--- config.mk ---
export PLATFORM = sky130hd
export DESIGN_NAME = extract_multibeat
export DESIGN_NICKNAME = d
export VERILOG_FILES = /design/src/rtl/extract_multibeat.sv
export SDC_FILE = /design/constraint.sdc
export NUM_CORES = 1
export LEC_CHECK = 0
export BUFFER_PORTS_ARGS = -buffer_cell sky130_fd_sc_hd__buf_2
export CORE_AREA = 2 2 512 514
export CTS_CLUSTER_DIAMETER = 200
export DETAILED_ROUTE_END_ITERATION = 16
export DIE_AREA = 0 0 514 516
export HOLD_SLACK_MARGIN = 0.03
export PLACE_DENSITY_LB_ADDON = 0.1
export SKIP_LAST_GASP = 1
export SYNTH_ARGS = -nofsm -noshare
export SYNTH_HDL_FRONTEND = slang
export SYNTH_SLANG_ARGS = --single-unit
--- constraint.sdc ---
create_clock -name clk -period 6.3 [get_ports clk]
set_clock_uncertainty 0.15 [all_clocks]
set_input_delay 0.315 -clock clk [delete_from_list [all_inputs] [get_ports clk]]
set_output_delay 0.315 -clock clk [all_outputs]
set_load 0.02 [all_outputs]
--- src/rtl/extract_multibeat.sv ---
// Header extractor: captures a multi-beat struct at a fixed byte offset of each packet
// and queues it in a FWFT FIFO. Optional macro EXTRACT_LEN_CHECK_EN adds a short-packet flag and counter.
module extract_multibeat #(
  parameter int BUF_DATA_WIDTH         = 512,
  parameter int BUF_KEEP_WIDTH         = BUF_DATA_WIDTH/8,
  parameter int EXTRACTED_STRUCT_WIDTH = 160,
  parameter int EXTRACT_OFFSET         = 0,
  parameter int STRUCT_FIFO_DEPTH      = 4
) (
  input  logic                              clk,
  input  logic                              rst,
  input  logic [BUF_DATA_WIDTH-1:0]         s_inbuf_axis_tdata,
  input  logic [BUF_KEEP_WIDTH-1:0]         s_inbuf_axis_tkeep,
  input  logic                              s_inbuf_axis_tlast,
  input  logic                              s_inbuf_axis_tvalid,
  output logic                              s_inbuf_axis_tready,
  output logic [BUF_DATA_WIDTH-1:0]         m_outbuf_axis_tdata,
  output logic [BUF_KEEP_WIDTH-1:0]         m_outbuf_axis_tkeep,
  output logic                              m_outbuf_axis_tlast,
  output logic                              m_outbuf_axis_tvalid,
  input  logic                              m_outbuf_axis_tready,
  output logic [EXTRACTED_STRUCT_WIDTH-1:0] m_extracted_axis_tdata,
  output logic                              m_extracted_axis_tvalid,
`ifdef EXTRACT_LEN_CHECK_EN
  output logic                              m_extracted_axis_tuser,
  output logic [15:0]                       short_pkt_cnt,
`endif
  input  logic                              m_extracted_axis_tready
);

  // state   | meaning
  // ST_HDR  | collecting header beats into the accumulator
  // ST_BODY | struct already captured, forwarding the rest of the packet
  localparam logic [0:0] ST_HDR  = 1'b0;
  localparam logic [0:0] ST_BODY = 1'b1;

  localparam int HDR_BEATS = (EXTRACT_OFFSET*8 + EXTRACTED_STRUCT_WIDTH + BUF_DATA_WIDTH - 1)
                             / BUF_DATA_WIDTH;
  localparam int ACC_W = HDR_BEATS * BUF_DATA_WIDTH;
  localparam int CNT_W = (HDR_BEATS > 1) ? $clog2(HDR_BEATS) : 1;
  localparam int PTR_W = $clog2(STRUCT_FIFO_DEPTH);
  localparam logic [CNT_W-1:0] LAST_HDR = CNT_W'(HDR_BEATS - 1);
  localparam logic [PTR_W:0]   FIFO_FULL_CNT = (PTR_W+1)'(STRUCT_FIFO_DEPTH);

  logic [0:0]                        state;
  logic [CNT_W-1:0]                  beat_cnt;
  logic [ACC_W-1:0]                  acc;
  logic [ACC_W-1:0]                  acc_merged;
  logic [BUF_DATA_WIDTH-1:0]         beat_masked;
  logic [EXTRACTED_STRUCT_WIDTH-1:0] struct_word;

  logic [EXTRACTED_STRUCT_WIDTH-1:0] fifo_mem [STRUCT_FIFO_DEPTH];
  logic [PTR_W-1:0]                  wr_ptr;
  logic [PTR_W-1:0]                  rd_ptr;
  logic [PTR_W:0]                    fifo_cnt;

  logic in_hdr;
  logic cap_cond;
  logic fifo_full;
  logic push;
  logic pop;
  logic stall;
  logic xfer;

  assign in_hdr    = (state == ST_HDR);
  assign cap_cond  = in_hdr & ((beat_cnt == LAST_HDR) | s_inbuf_axis_tlast);
  assign fifo_full = (fifo_cnt == FIFO_FULL_CNT);
  assign m_extracted_axis_tvalid = (fifo_cnt != '0);
  assign pop       = m_extracted_axis_tvalid & m_extracted_axis_tready;
  // A same-cycle pop frees the slot the capture needs, so it must not stall.
  assign stall     = cap_cond & fifo_full & ~pop;

  assign m_outbuf_axis_tdata  = s_inbuf_axis_tdata;
  assign m_outbuf_axis_tkeep  = s_inbuf_axis_tkeep;
  assign m_outbuf_axis_tlast  = s_inbuf_axis_tlast;
  assign m_outbuf_axis_tvalid = s_inbuf_axis_tvalid & ~stall;
  assign s_inbuf_axis_tready  = m_outbuf_axis_tready & ~stall;

  assign xfer = s_inbuf_axis_tvalid & s_inbuf_axis_tready;
  assign push = xfer & cap_cond;

  always_comb begin
    beat_masked = '0;
    for (int i = 0; i < BUF_KEEP_WIDTH; i++) begin
      beat_masked[i*8 +: 8] = s_inbuf_axis_tkeep[i] ? s_inbuf_axis_tdata[i*8 +: 8] : 8'h00;
    end
  end

  // Current beat merged into its slot so the capture beat contributes in the same cycle.
  always_comb begin
    acc_merged = acc;
    for (int i = 0; i < HDR_BEATS; i++) begin
      if (beat_cnt == CNT_W'(i)) begin
        acc_merged[i*BUF_DATA_WIDTH +: BUF_DATA_WIDTH] = beat_masked;
      end
    end
  end

  assign struct_word = acc_merged[EXTRACT_OFFSET*8 +: EXTRACTED_STRUCT_WIDTH];

  always_ff @(posedge clk or negedge rst) begin
    if (!rst) begin
      state    <= ST_HDR;
      beat_cnt <= '0;
      acc      <= '0;
    end else if (xfer) begin
      case (state)
        ST_HDR: begin
          if (cap_cond && s_inbuf_axis_tlast) begin
            beat_cnt <= '0;
            acc      <= '0;
          end else if (cap_cond) begin
            state <= ST_BODY;
            acc   <= acc_merged;
          end else begin
            acc      <= acc_merged;
            beat_cnt <= beat_cnt + CNT_W'(1);
          end
        end
        ST_BODY: begin
          if (s_inbuf_axis_tlast) begin
            state    <= ST_HDR;
            beat_cnt <= '0;
            acc      <= '0;
          end
        end
        default: begin
          state    <= ST_HDR;
          beat_cnt <= '0;
          acc      <= '0;
        end
      endcase
    end
  end

  always_ff @(posedge clk) begin
    if (push) begin
      fifo_mem[wr_ptr] <= struct_word;
    end
  end

  always_ff @(posedge clk or negedge rst) begin
    if (!rst) begin
      wr_ptr   <= '0;
      rd_ptr   <= '0;
      fifo_cnt <= '0;
    end else begin
      if (push) wr_ptr <= wr_ptr + PTR_W'(1);
      if (pop)  rd_ptr <= rd_ptr + PTR_W'(1);
      case ({push, pop})
        2'b10:   fifo_cnt <= fifo_cnt + (PTR_W+1)'(1);
        2'b01:   fifo_cnt <= fifo_cnt - (PTR_W+1)'(1);
        default: fifo_cnt <= fifo_cnt;
      endcase
    end
  end

  assign m_extracted_axis_tdata = fifo_mem[rd_ptr];

`ifdef EXTRACT_LEN_CHECK_EN
  localparam int END_BYTE = EXTRACT_OFFSET + EXTRACTED_STRUCT_WIDTH/8;
  localparam int BYTE_W   = $clog2(HDR_BEATS*BUF_KEEP_WIDTH + 1) + 1;

  logic [BYTE_W-1:0] byte_cnt;
  logic [BYTE_W-1:0] keep_pop;
  logic [BYTE_W:0]   byte_sum;
  logic              short_now;
  logic              fifo_user [STRUCT_FIFO_DEPTH];

  always_comb begin
    keep_pop = '0;
    for (int i = 0; i < BUF_KEEP_WIDTH; i++) begin
      keep_pop = keep_pop + BYTE_W'(s_inbuf_axis_tkeep[i]);
    end
  end

  // Only a packet that ends inside the header window can be short.
  assign byte_sum  = {1'b0, byte_cnt} + {1'b0, keep_pop};
  assign short_now = s_inbuf_axis_tlast & (byte_sum < (BYTE_W+1)'(END_BYTE));

  always_ff @(posedge clk or negedge rst) begin
    if (!rst) begin
      byte_cnt      <= '0;
      short_pkt_cnt <= '0;
    end else begin
      if (xfer) begin
        if (!in_hdr || cap_cond) byte_cnt <= '0;
        else                     byte_cnt <= byte_sum[BYTE_W-1:0];
      end
      if (push && short_now && (short_pkt_cnt != 16'hFFFF)) begin
        short_pkt_cnt <= short_pkt_cnt + 16'd1;
      end
    end
  end

  always_ff @(posedge clk) begin
    if (push) begin
      fifo_user[wr_ptr] <= short_now;
    end
  end

  assign m_extracted_axis_tuser = fifo_user[rd_ptr];
`endif

endmodule

After elaboration in Yosys (flattened, before gate mapping)

Memory sizes are Yosys's and may differ from the RTL's.
Cells that the tools add are included.

Mux-type cells: 35
$add $sub $neg: 5
Reductions and logical operators: 5
Equal/unequal tests: 5
Bitwise gates (word level): 13

Operator list:

| cell                                                                   | number |
|---|---|
| 160-bit 2-to-1 mux                                                     | 3 |
| 160-bit one-hot mux with 2 select lines                                | 1 |
| 8-bit 2-to-1 mux                                                       | 20 |
| 1-bit AND                                                              | 8 |
| 1-bit 2-to-1 mux                                                       | 8 |
| 3-bit one-hot mux with 2 select lines                                  | 1 |
| 2-bit by 1-bit adder with 2-bit output (second input constant)         | 2 |
| 1-bit NOT                                                              | 4 |
| 1-bit one-hot mux with 2 select lines                                  | 2 |
| 3-bit by 1-bit adder with 3-bit output (second input constant)         | 1 |
| 3-bit equality test (second input constant)                            | 1 |
| 3-bit by 2-bit != test with 1-bit output (second input constant)       | 1 |
| 3-bit AND reduction                                                    | 1 |
| 3-bit nonzero test                                                     | 1 |
| 3-bit by 1-bit subtractor with 3-bit output (second input constant)    | 1 |
| 2-bit by 1-bit equality test with 1-bit output (second input constant) | 1 |
| 2-bit equality test (second input constant)                            | 1 |
| 2-bit != test (second input constant)                                  | 1 |
| 2-bit AND reduction                                                    | 1 |
| 2-bit nonzero test                                                     | 1 |
| 1-bit adder (second input constant)                                    | 1 |
| 1-bit logical AND                                                      | 1 |
| 1-bit bitwise OR                                                       | 1 |

Logic and storage cells: 70
Register bits after elaboration: 169
RAM bits: 640
Output and inout bits: 740
Memories: 1
Input bits: 582

Memories:

| name     | words | bits a word | rd ports | clocked after memory_dff | write ports | RTL line | RTL |
|---|---|---|---|---|---|---|---|
| fifo_mem | 4     | 160         | 1        | 0                        | 1           | 52       | `logic [EXTRACTED_STRUCT_WIDTH-1:0] fifo_mem [STRUCT_FIFO_DEPTH];` |

Logic depth before layout (Yosys ltp)

Gate-level depths: netlist of the first run.

Depth after elaboration: 11
Gate-level depth with buffers: 10

Worst setup path before layout of the first run

OpenSTA, ideal clock, no wires.

Path type: flip-flop to flip-flop
Start: register fifo_cnt[2]
End: memory fifo_mem[0][0], enable pin
Data arrival time: 4.775 ns
Stages on the path, launching flop included: 5
Path buffers: 1
Library setup time: 0.540 ns
Slack: 0.835 ns
Data required time: 5.610 ns
Cells stage by stage: dfrtp_1 > or4b_1 > clkbuf_1 > and4bb_2 > and2_1

Longest elaborated chain between the ends: 10

Ends and longest elaborated chain:

| what                                     | RTL line | RTL |
|---|---|---|
| start, declared                          | 55       | `logic [PTR_W:0] fifo_cnt;` |
| start signal, assigned                   | 151      | `2'b10: fifo_cnt <= fifo_cnt + (PTR_W+1)'(1);` |
| start signal, assigned                   | 152      | `2'b01: fifo_cnt <= fifo_cnt - (PTR_W+1)'(1);` |
| start signal, assigned                   | 153      | `default: fifo_cnt <= fifo_cnt;` |
| 3-bit nonzero test                       | 68       | `assign m_extracted_axis_tvalid = (fifo_cnt != '0);` |
| 1-bit AND                                | 69       | `assign pop = m_extracted_axis_tvalid & m_extracted_axis_tready;` |
| 1-bit NOT                                | 71       | `assign stall = cap_cond & fifo_full & ~pop;` |
| 1-bit AND *                              | 71       |  |
| 1-bit NOT *                              | 77       | `assign s_inbuf_axis_tready = m_outbuf_axis_tready & ~stall;` |
| 1-bit AND *                              | 77       |  |
| 1-bit AND *                              | 79       | `assign xfer = s_inbuf_axis_tvalid & s_inbuf_axis_tready;` |
| 1-bit AND *                              | 80       | `assign push = xfer & cap_cond;` |
| 1-bit 2-to-1 mux *                       | 137      | `if (push) begin` |
| 1-bit 2-to-1 mux (not written as such) * | 138      | `fifo_mem[wr_ptr] <= struct_word;` |
| end, declared                            | 52       |  |

Mark *: on every way between the ends. The rest lies on a longest branch, timed or not.

Final worst setup path of the first run

Start: register rd_ptr[0]
End: output m_extracted_axis_tdata[79]

Longest elaborated chain between the ends: 1

Ends and longest elaborated chain:

| what                    | RTL line | RTL |
|---|---|---|
| start, declared         | 54       | `logic [PTR_W-1:0] rd_ptr;` |
| start signal, assigned  | 149      | `if (pop) rd_ptr <= rd_ptr + PTR_W'(1);` |
| memory read 4 x 160 bit | n/a      |  |
| end, declared           | 22       | `output logic [EXTRACTED_STRUCT_WIDTH-1:0] m_extracted_axis_tdata,` |

Every way passes these cells.

==> results of run 1 <==
==> critical path, cell delays in order (launching register included) <==
cell and delay, ps:
dfrtp_4 830, buf_12 530, mux4_2 680, buf_2 190
==> layout make-up <==
cell class | count | area [µm²] | area share [%]
antenna | 1 | 2.50 | 0.00583
clock buffer | 145 | 2830 | 6.60
tap | 3402 | 4260 | 9.92
inverter | 7 | 26.3 | 0.0612
timing repair buffer | 726 | 4730 | 11.0
clock inverter | 46 | 657 | 1.53
multi-input combinational | 576 | 6950 | 16.2
sequential | 809 | 23500 | 54.7
==> synth_stat cells <==
library cell,count
edfxtp_1,640
buf_4,577
a22o_1,300
dfrtp_1,169
mux4_2,160
clkbuf_1,69
nand2_1,41
buf_2,33
nor2b_1,23
o21ai_0,20
buf_1,12
inv_1,7
and2_1,6
ha_1,5
xnor2_1,3
xor2_1,3
nor2_1,2
a21oi_1,1
a31oi_1,1
and4bb_2,1
fa_1,1
mux2_2,1
mux2i_1,1
nand2b_1,1
nor3_1,1
o211a_1,1
o311ai_4,1
o31a_1,1
or3_1,1
or4b_1,1
==> worst paths after layout <==
check / startpoint / endpoint / slack, ps / cells after the start
worst min register to register: acc[26]$_DFFE_PN0P_ / acc[26]$_DFFE_PN0P_ / 350 / 1
worst min-delay path: rst / acc[26]$_DFFE_PN0P_ / 120 / 3
worst max-delay path: rd_ptr[0]$_DFFE_PN0P_ / m_extracted_axis_tdata[79] / 2490 / 3
min in group clk: s_inbuf_axis_tkeep[7] / fifo_mem[0][63]$_DFFE_PP_ / 130 / 3
max in group asynchronous: rst / acc[66]$_DFFE_PN0P_ / 5220 / 3
worst max register to register: fifo_cnt[0]$_DFFE_PN0P_ / acc[71]$_DFFE_PN0P_ / 2960 / 5
==> cells by family (layout without fill, tap and decap cells) <==
family,after synthesis,in the layout,synth area share (%)
buf+inv,698,924,13.7
flops,809,809,66.6
xor+xnor,6,6,0.149
compound gates,325,325,7.91
other cells,0,1,0
simple gates,77,77,1.09
fa+ha+maj,6,6,0.235
mux,162,162,10.3
==> layer usage <==
layer  vias up  track usage, %  part of all wire (%)
met5         -            1.12                  0.18
li1       7749               -                     -
met3       190            18.9                    26
met1      9919            11.9                    26
met4        12            4.79                   3.0
met2      1417            25.2                    46
==> stage by stage <==
stage / hold slack (ps) / std cells
6_report: 116 / 5712
5_1_grt: 113 / 5711
4_1_cts: 34.6 / 5711
3_5_place_dp: 220 / 5350
3_3_place_gp: 232 / 5350
2_1_floorplan: -131 / 2083
==> flip-flops by register name (all words and copies together), names as in the netlist <==
name and flops:
rd_ptr 2, beat_cnt 1, fifo_mem 640, fifo_cnt 3, acc 160, wr_ptr 2, state 1
==> where the power goes <==
part	switching, mW	leakage, nW	internal, mW	total [mW]
logic	2.86	5.45	1.66	4.52
clock network	2.47	1.69	3.64	6.11
registers	0.262	8.16	6.12	6.38
==> timing repair <==
action,in CTS,in global routing
hold endpoints to repair,820,0
setup buffers,0,0
hold buffers,170,0
==> flow_summary.yaml, run 1 <==
routing:
  post-route-drc-count: 0
  routed_wl_mm: 218
  drtIter0Drc: 1226
  via_count: 19300
  drt-pass1-iter-count: 5
  wl_per_cell_um: 38.2
  antenna_left: 0
  viasPerCell: 3.38
grt:
  first_global_vias: 20100
  grt_overflow: 0
  grt_use_total_pct: 15.9
  grt_start_max_net_pins: 104
  antenna_found_initial: 20
  grt_pass1_wl_mm: 265
finish:
  nFillCells: 28100
  final_util_pct: 16.6
  layout_commonest_cell: "edfxtp_1"
  fin_nets: 2809
  drive_above_1_share_pct: 38.3
  layout_common_cells: "edfxtp_1, buf_2, a22o_1"
  final_area_um2: 42900
  area_delta_synth_final_pct: 21.9
timing:
  fin_tns_setup_ps: 0
  setup_ws_ps: 2490
  worst_pin_slew_ps: 1190
  setup_viol: 0
  finalMaxSlewViolations: 0
  post-route-period-util_pct: 60.5
  fin_crit_ps: 3810
  finalHoldViolCount: 0
  rsz0062_at_grt: "no"
  relSlewSlack_pct: 20.7
  fmaxAchievable_mhz: 262
placement:
  portBuffers: 529
  post-dp-hpwl_mm: 170
  post-place-ws_ps: 2950
  dpl_cell_area_um2: 37700
  gp_congestion: 0.934
logic_synthesis:
  synth.largest_area_cell: "edfxtp_1"
  syn-cell-area_um2: 35200
  synth_top_area_share_pct: 54.6
  synthesis.nets: 2671
  ys_seq_area_share_pct: 66.6
  synth_area_leaders: "edfxtp_1, buf_4, dfrtp_1"
  yosys_warnings: 0
  syn-instance-count: 2083
  synth.avg_cell_area_um2: 16.9
  synth_cell_types: 30
  synth.ff_latch_count: 809
pwr:
  peakVddDrop_mv: 0.267
  p_leak_nw: 15.3
  p_per_area_nw_per_um2: 396
  power.total_mw: 17.0
critical_path:
  cp-end-kind: "output pin"
  cp.required_ps: 5830
  cp-start-kind: "flip-flop"
  path_max_fanout: 82
  worstSetupPathType: "reg2out"
  crit_arrival_ps: 3350
clock_network:
  clk-insertion-delay-late_ps: 740
  cts_sinks: 809
  cts_made_buffers: 101
  cts_tree: "done"
  path_clk_slew_ps: 60
  ctsHtreeMaxLevel: 3
  clk_path_buf_depth: 3
  root_buffer: "clkbuf_16"
  post_cts_resized: 0
floorplan:
  core_um2: 259000
  dieArea_um2: 265000
  dieHeight_um: 516
  die_x_um: 514
  initial_core_util_pct: 13.6
  ios: 1322
  rows: 187
run:
  drv_cap: 0
run_status:
  status: "finished clean"
hold_path:
  hp-class: "in2async"
Power figures use the tool's default switching activity.
==> run 2: changes to the inputs <==
Settings changed: ABC_AREA set to 1, CORE_AREA 2 2 512 514 to 2 2 516 518, DIE_AREA 0 0 514 516 to 0 0 518 520.
Clock period 6.3 ns to 4 ns, I/O delays scaled along.
==> run 2 against run 1 <==
Effect of this change: largest power group is now combinational cells; sequential share of layout area down 4.1 points; via count up 39%; combinational power up 130%; die area up 1.6%; highest routed layer unchanged; utilization up 1.0 points; total power up 80%; critical endpoint is now m_extracted_axis_tdata[56].
==> flow_summary.yaml, run 2 <==
floorplan:
  initial_core_util_pct: 14.4
  dieHeight_um: 520
  rows: 189
  dieArea_um2: 269000
  ios: 1322
  core_um2: 264000
  die_x_um: 518
grt:
  antenna_found_initial: 14
  grt_use_total_pct: 14.5
  first_global_vias: 27200
  grt_start_max_net_pins: 120
  grt_overflow: 0
  grt_pass1_wl_mm: 266
finish:
  final_util_pct: 17.6
  largestRegisters: "fifo_mem x640, acc x160, fifo_cnt x3"
  nFillCells: 29300
  regMostFlops: "fifo_mem"
  largest_register_ffs: 640
  layout_common_cells: "nand2_1, edfxtp_1, buf_2"
  area_delta_synth_final_pct: 22.1
  fin_nets: 4455
  drive_above_1_share_pct: 19.3
  layout_commonest_cell: "nand2_1"
  fin_cells: 7499
pwr:
  p_leak_nw: 17.9
  peakVddDrop_mv: 0.356
  power.total_mw: 30.6
  p_per_area_nw_per_um2: 660
hold_path:
  holdPathEnd: "fifo_mem[1][63]$_DFFE_PP_"
  hp-class: "in2reg"
  hold_depth: 3
  hp-start: "s_inbuf_axis_tkeep[7]"
logic_synthesis:
  synth_top_area_share_pct: 50.6
  synth_top_family_by_area: "simple AND/OR/NAND/NOR gates"
  synthesis.nets: 4350
  synth.ff_latch_count: 809
  synthAdderAreaFrac_pct: 0.218
  ys_top_cells_by_count: "nand2_1, edfxtp_1, buf_4, nor2_1, o21ai_0"
  post-synth-top-count-cell: "nand2_1"
  yosys_warnings: 0
  synth_xor_area_share_pct: 0.0923
  synth_cell_types: 24
  synth_area_leaders: "edfxtp_1, buf_4, dfrtp_1"
  synth-compound-area-share_pct: 6.96
  syn-cell-area_um2: 38000
  muxShareOfSynthArea_pct: 0
  yosys.area_share.simple_pct: 16.7
  synth-async-reset-ratio_pct: 20.9
  syn-instance-count: 3762
  ys_seq_area_share_pct: 61.8
  synth-edff-count: 640
  synth.avg_cell_area_um2: 10.1
  synth.largest_area_cell: "edfxtp_1"
  synthFlopType: "edfxtp_1"
critical_path:
  r2r_end: "acc[42]$_DFFE_PN0P_"
  cp.required_ps: 3650
  path_max_fanout: 58
  cp-end-kind: "output pin"
  cp-start-kind: "flip-flop"
  rr_worst_depth: 8
  worstSetupPathType: "reg2out"
  reg2reg_from: "beat_cnt$_DFFE_PN0P_"
  regToRegSetupSlack_ps: 1100
  crit_arrival_ps: 3150
clock_network:
  post_cts_resized: 0
  root_buffer: "clkbuf_16"
  cts_tree: "done"
  cts_made_buffers: 109
  clk_path_buf_depth: 3
  clk-insertion-delay-late_ps: 760
  path_clk_slew_ps: 60
  cts_sinks: 809
  ctsHtreeMaxLevel: 3
timing:
  fmaxAchievable_mhz: 285
  fin_crit_ps: 3500
  setup_viol: 0
  post-route-period-util_pct: 87.6
  relSlewSlack_pct: 29.3
  finalHoldViolCount: 0
  worst_pin_slew_ps: 1060
  rsz0062_at_grt: "no"
  setup_ws_ps: 496
  finalMaxSlewViolations: 0
placement:
  gp_congestion: 0.788
  post-place-ws_ps: 968
  portBuffers: 529
  dp.cells: 7082
  post-dp-hpwl_mm: 141
run:
  drv_cap: 0
routing:
  post-route-drc-count: 0
  routed_wl_mm: 201
  via_count: 26700
  wl_per_cell_um: 26.8
  drt-pass1-iter-count: 5
  drtIter0Drc: 1480
  antenna_left: 0
  viasPerCell: 3.56
run_status:
  status: "finished clean"
run 2: kinds of logic after synthesis:
logic type | Yosys count
DFF | 809
AOI/OAI and AO/OA | 487
adders and majority gates | 6
xor gates and xnor gates | 4
and+or+nand+nor | 1627
buffers and inverters | 829
run 2: worst max-delay path by stage:
stage	startpoint	to	slack, ps	depth (start not counted)
floorplan	beat_cnt$_DFFE_PN0P_	fifo_mem[0][0]$_DFFE_PP_	-180	4
global route	rd_ptr[0]$_DFFE_PN0P_	m_extracted_axis_tdata[56]	240	6
detailed placement	beat_cnt$_DFFE_PN0P_	acc[44]$_DFFE_PN0P_	970	8
global placement	beat_cnt$_DFFE_PN0P_	acc[57]$_DFFE_PN0P_	960	8
CTS	rd_ptr[0]$_DFFE_PN0P_	m_extracted_axis_tdata[56]	180	6
finish	rd_ptr[0]$_DFFE_PN0P_	m_extracted_axis_tdata[56]	500	6
run 2: layout make-up:
cell class,count,area (µm²),area share [%]
Timing Repair Buffer,801,5690,12.3
Tap cell,3533,4420,9.53
Clock buffer,144,2920,6.30
Sequential cell,809,23500,50.6
Inverter,22,103,0.221
Antenna cell,4,10.0,0.0216
Multi-Input combinational cell,2124,9150,19.7
Clock inverter,62,623,1.34
run 2: power breakdown:
part / internal [mW] / switching, mW / leakage, nW
sequential: 9.93 / 0.335 / 8.15
combinational: 2.74 / 7.82 / 8.05
clock: 5.71 / 4.09 / 1.72
run 2: per-layer routing:
layer,part of all wire (%),GRT usage [%],routed length (µm),vias to the layer above
li1,-,-,-,12300
met1,36,15.1,73000,13100
met2,49,24.9,98600,963
met3,10,6.64,20500,313
met4,4.4,6.25,8770,16
met5,0.14,0.720,285,-
run 2: through the flow:
| step | TNS [ps] | hold slack [ps] | area, µm² |
|---|---|---|---|
| 2_1_floorplan | -106470 | -246 | 38000 |
| 3_3_place_gp | 0 | 57.3 | 40700 |
| 3_5_place_dp | 0 | 68.4 | 40700 |
| 4_1_cts | 0 | 39.5 | 46400 |
| 5_1_grt | 0 | 96.8 | 46400 |
| 6_report | 0 | 116 | 46400 |
run 2: critical path: stages, from the launching register on:
cell	delay, ps
dfrtp_4	630
inv_8	420
buf_12	250
buf_12	190
o21ai_0	90
o22ai_1	500
buf_2	290
run 2: timing repair:
item | 4_1_cts | 5_1_grt
setup buffers | 0 | 0
endpoints found under the hold margin | 956 | 0
hold buffers | 207 | 0
==> run 3: changes to the inputs <==
Settings changed: REMOVE_ABC_BUFFERS set to 1.
==> run 3 against run 2 <==
Effect of this change: critical path type unchanged; combinational power hardly changed; non-clock buffer count stayed put; first-iteration DRC count is 100% higher; sequential share of layout area is 0.097 points higher; wire length is 90% higher; total power is 0.30% higher; die area stayed put; worst setup slack worse by 2.7 ps; sequential power hardly changed; maximum frequency hardly changed; critical endpoint is now m_extracted_axis_tdata[49].
==> flow_summary.yaml, run 3 (synthesized netlist as in run 2, its figures left out) <==
finish:
  regMostFlops: "fifo_mem"
  largest_register_ffs: 640
  largestRegisters: "fifo_mem x640, acc x160, fifo_cnt x3"
  fin_nets: 4452
  area_delta_synth_final_pct: 21.9
  final_area_um2: 46300
  layout_commonest_cell: "nand2_1"
  drive_above_1_share_pct: 19.3
  layout_common_cells: "nand2_1, edfxtp_1, buf_2"
  fin_cells: 7506
  final_util_pct: 17.5
timing:
  relSlewSlack_pct: 25.2
  fmaxAchievable_mhz: 285
  finalMaxSlewViolations: 0
  post-route-period-util_pct: 87.7
  rsz0062_at_grt: "no"
  worst_pin_slew_ps: 1120
  setup_viol: 0
  fin_crit_ps: 3510
  finalHoldViolCount: 0
floorplan:
  rows: 189
  dieHeight_um: 520
  core_um2: 264000
  ios: 1322
  initial_core_util_pct: 14.4
  die_x_um: 518
  dieArea_um2: 269000
critical_path:
  cp.depth: 5
  path_max_fanout: 60
  cp-end-kind: "output pin"
  slowest_stage: "dfrtp_4"
  crit_arrival_ps: 3160
  worstSetupPathType: "reg2out"
  cp.required_ps: 3650
  worst-path-buf-inv: 3
  path_delay_family: "buffers and inverters"
  rr_worst_depth: 9
  cp-start-kind: "flip-flop"
  slowest_delay_ps: 680
  path_cells: "inv_8 > buf_12 > o21ai_0 > o22ai_1 > buf_2"
grt:
  grt_pass1_wl_mm: 449
  grt_overflow: 0
  grt_start_max_net_pins: 127
  grt_use_total_pct: 27.7
  first_global_vias: 27200
  antenna_found_initial: 45
pwr:
  peakVddDrop_mv: 0.407
  p_sw_share_pct: 39.9
  p_int_mw: 18.4
  p_sw_mw: 12.3
  p_per_area_nw_per_um2: 663
  combPwrFrac_pct: 34.3
  sequentialPowerShare_pct: 33.4
  pwr-share-clk_pct: 32.3
  power.total_mw: 30.7
  p_leak_nw: 17.9
clock_network:
  ctsHtreeMaxLevel: 3
  cts_sinks: 809
  postCtsSetupRepairBufs: 0
  cts_made_buffers: 106
  path_clk_slew_ps: 60
  cts_tree: "done"
  clk_path_buf_depth: 3
  root_buffer: "clkbuf_16"
  clk-insertion-delay-late_ps: 770
run_status:
  status: "finished clean"
routing:
  routed_wl_mm: 383
  antenna_left: 0
  viasPerCell: 3.98
  via_count: 29900
  drtIter0Drc: 2977
  wl_per_cell_um: 51.0
  drt-pass1-iter-count: 5
  post-route-drc-count: 0
placement:
  dp.cells: 7087
  gp_congestion: 1.05
  dpl_cell_area_um2: 40700
  portBuffers: 529
  post-dp-hpwl_mm: 315
run:
  drv_cap: 0
hold_path:
  hp-class: "in2reg"
  hold_depth: 3
[run 3: cell count changes in the layout (fill, tap and decap cells not counted), sizes merged]
| cell | previous run | this run |
|---|---|---|
| dlygate4sd3 | 206 | 201 |
| clkinvlp | 2 | 0 |
| diode | 4 | 19 |
| buf | 595 | 600 |
| clkbuf | 144 | 158 |
| clkinv | 48 | 28 |
[run 3: final timing paths]
check	startpoint	endpoint	slack (ps)
hold reg to reg	acc[103]$_DFFE_PN0P_	acc[103]$_DFFE_PN0P_	330
setup reg to reg	beat_cnt$_DFFE_PN0P_	acc[133]$_DFFE_PN0P_	970
hold / removal	s_inbuf_axis_tdata[37]	fifo_mem[1][37]$_DFFE_PP_	60
setup / recovery	rd_ptr[0]$_DFFE_PN0P_	m_extracted_axis_tdata[49]	490
max in group asynchronous	rst	state$_DFFE_PN0P_	2630
min in group asynchronous	rst	acc[59]$_DFFE_PN0P_	530
[run 3: power groups by stage]
| stage | Sequential, mW | Combinational (mW) | Clock [mW] |
|---|---|---|---|
| global route | 10.3 | 11.3 | 10.4 |
| detailed placement | 10.4 | 10.6 | 0 |
| CTS | 10.2 | 10.8 | 10.2 |
| finish | 10.2 | 10.5 | 9.92 |
| global placement | 10.4 | 10.7 | 0 |
| floorplan | 10.8 | 4.73 | 0 |
[run 3: layer usage]
layer | GRT usage [%] | share of wire, % | vias up | wire length (µm)
met3 | 34.3 | 26 | 353 | 99700
li1 | - | - | 12300 | -
met5 | 12.9 | 1.3 | - | 5080
met4 | 10.7 | 4.8 | 66 | 18200
met1 | 20.4 | 26 | 14500 | 99700
met2 | 40.7 | 42 | 2649 | 160000
[run 3: cell type report]
cell class                 count  area [µm²]
sequential                   809       23500
clock inverter                40         433
tap                         3533        4420
clock buffer                 158        3040
antenna                       19        47.5
timing repair buffer         801        5640
fill                       29400      218000
inverter                      22         103
multi-input combinational   2124        9140
[run 3: tightest hold or removal path: stages]
cell     delay [ps]
buf_2            90
nand3_1         200
nand2_1         300
[run 3: stage by stage]
stage               setup TNS, ps  hold slack, ps  setup slack (ps)
floorplan                -6110680            -246             -6150
global placement                0             169              1210
detailed placement              0             171              1230
CTS                             0            35.2               355
global route                    0            60.8               278
finish                          0            61.3               493
[run 3: what timing repair did]
| item | 4_1_cts | 5_1_grt |
|---|---|---|
| hold buffers | 202 | 0 |
| endpoints found under the hold margin | 942 | 0 |
| resized for setup | 0 | 0 |
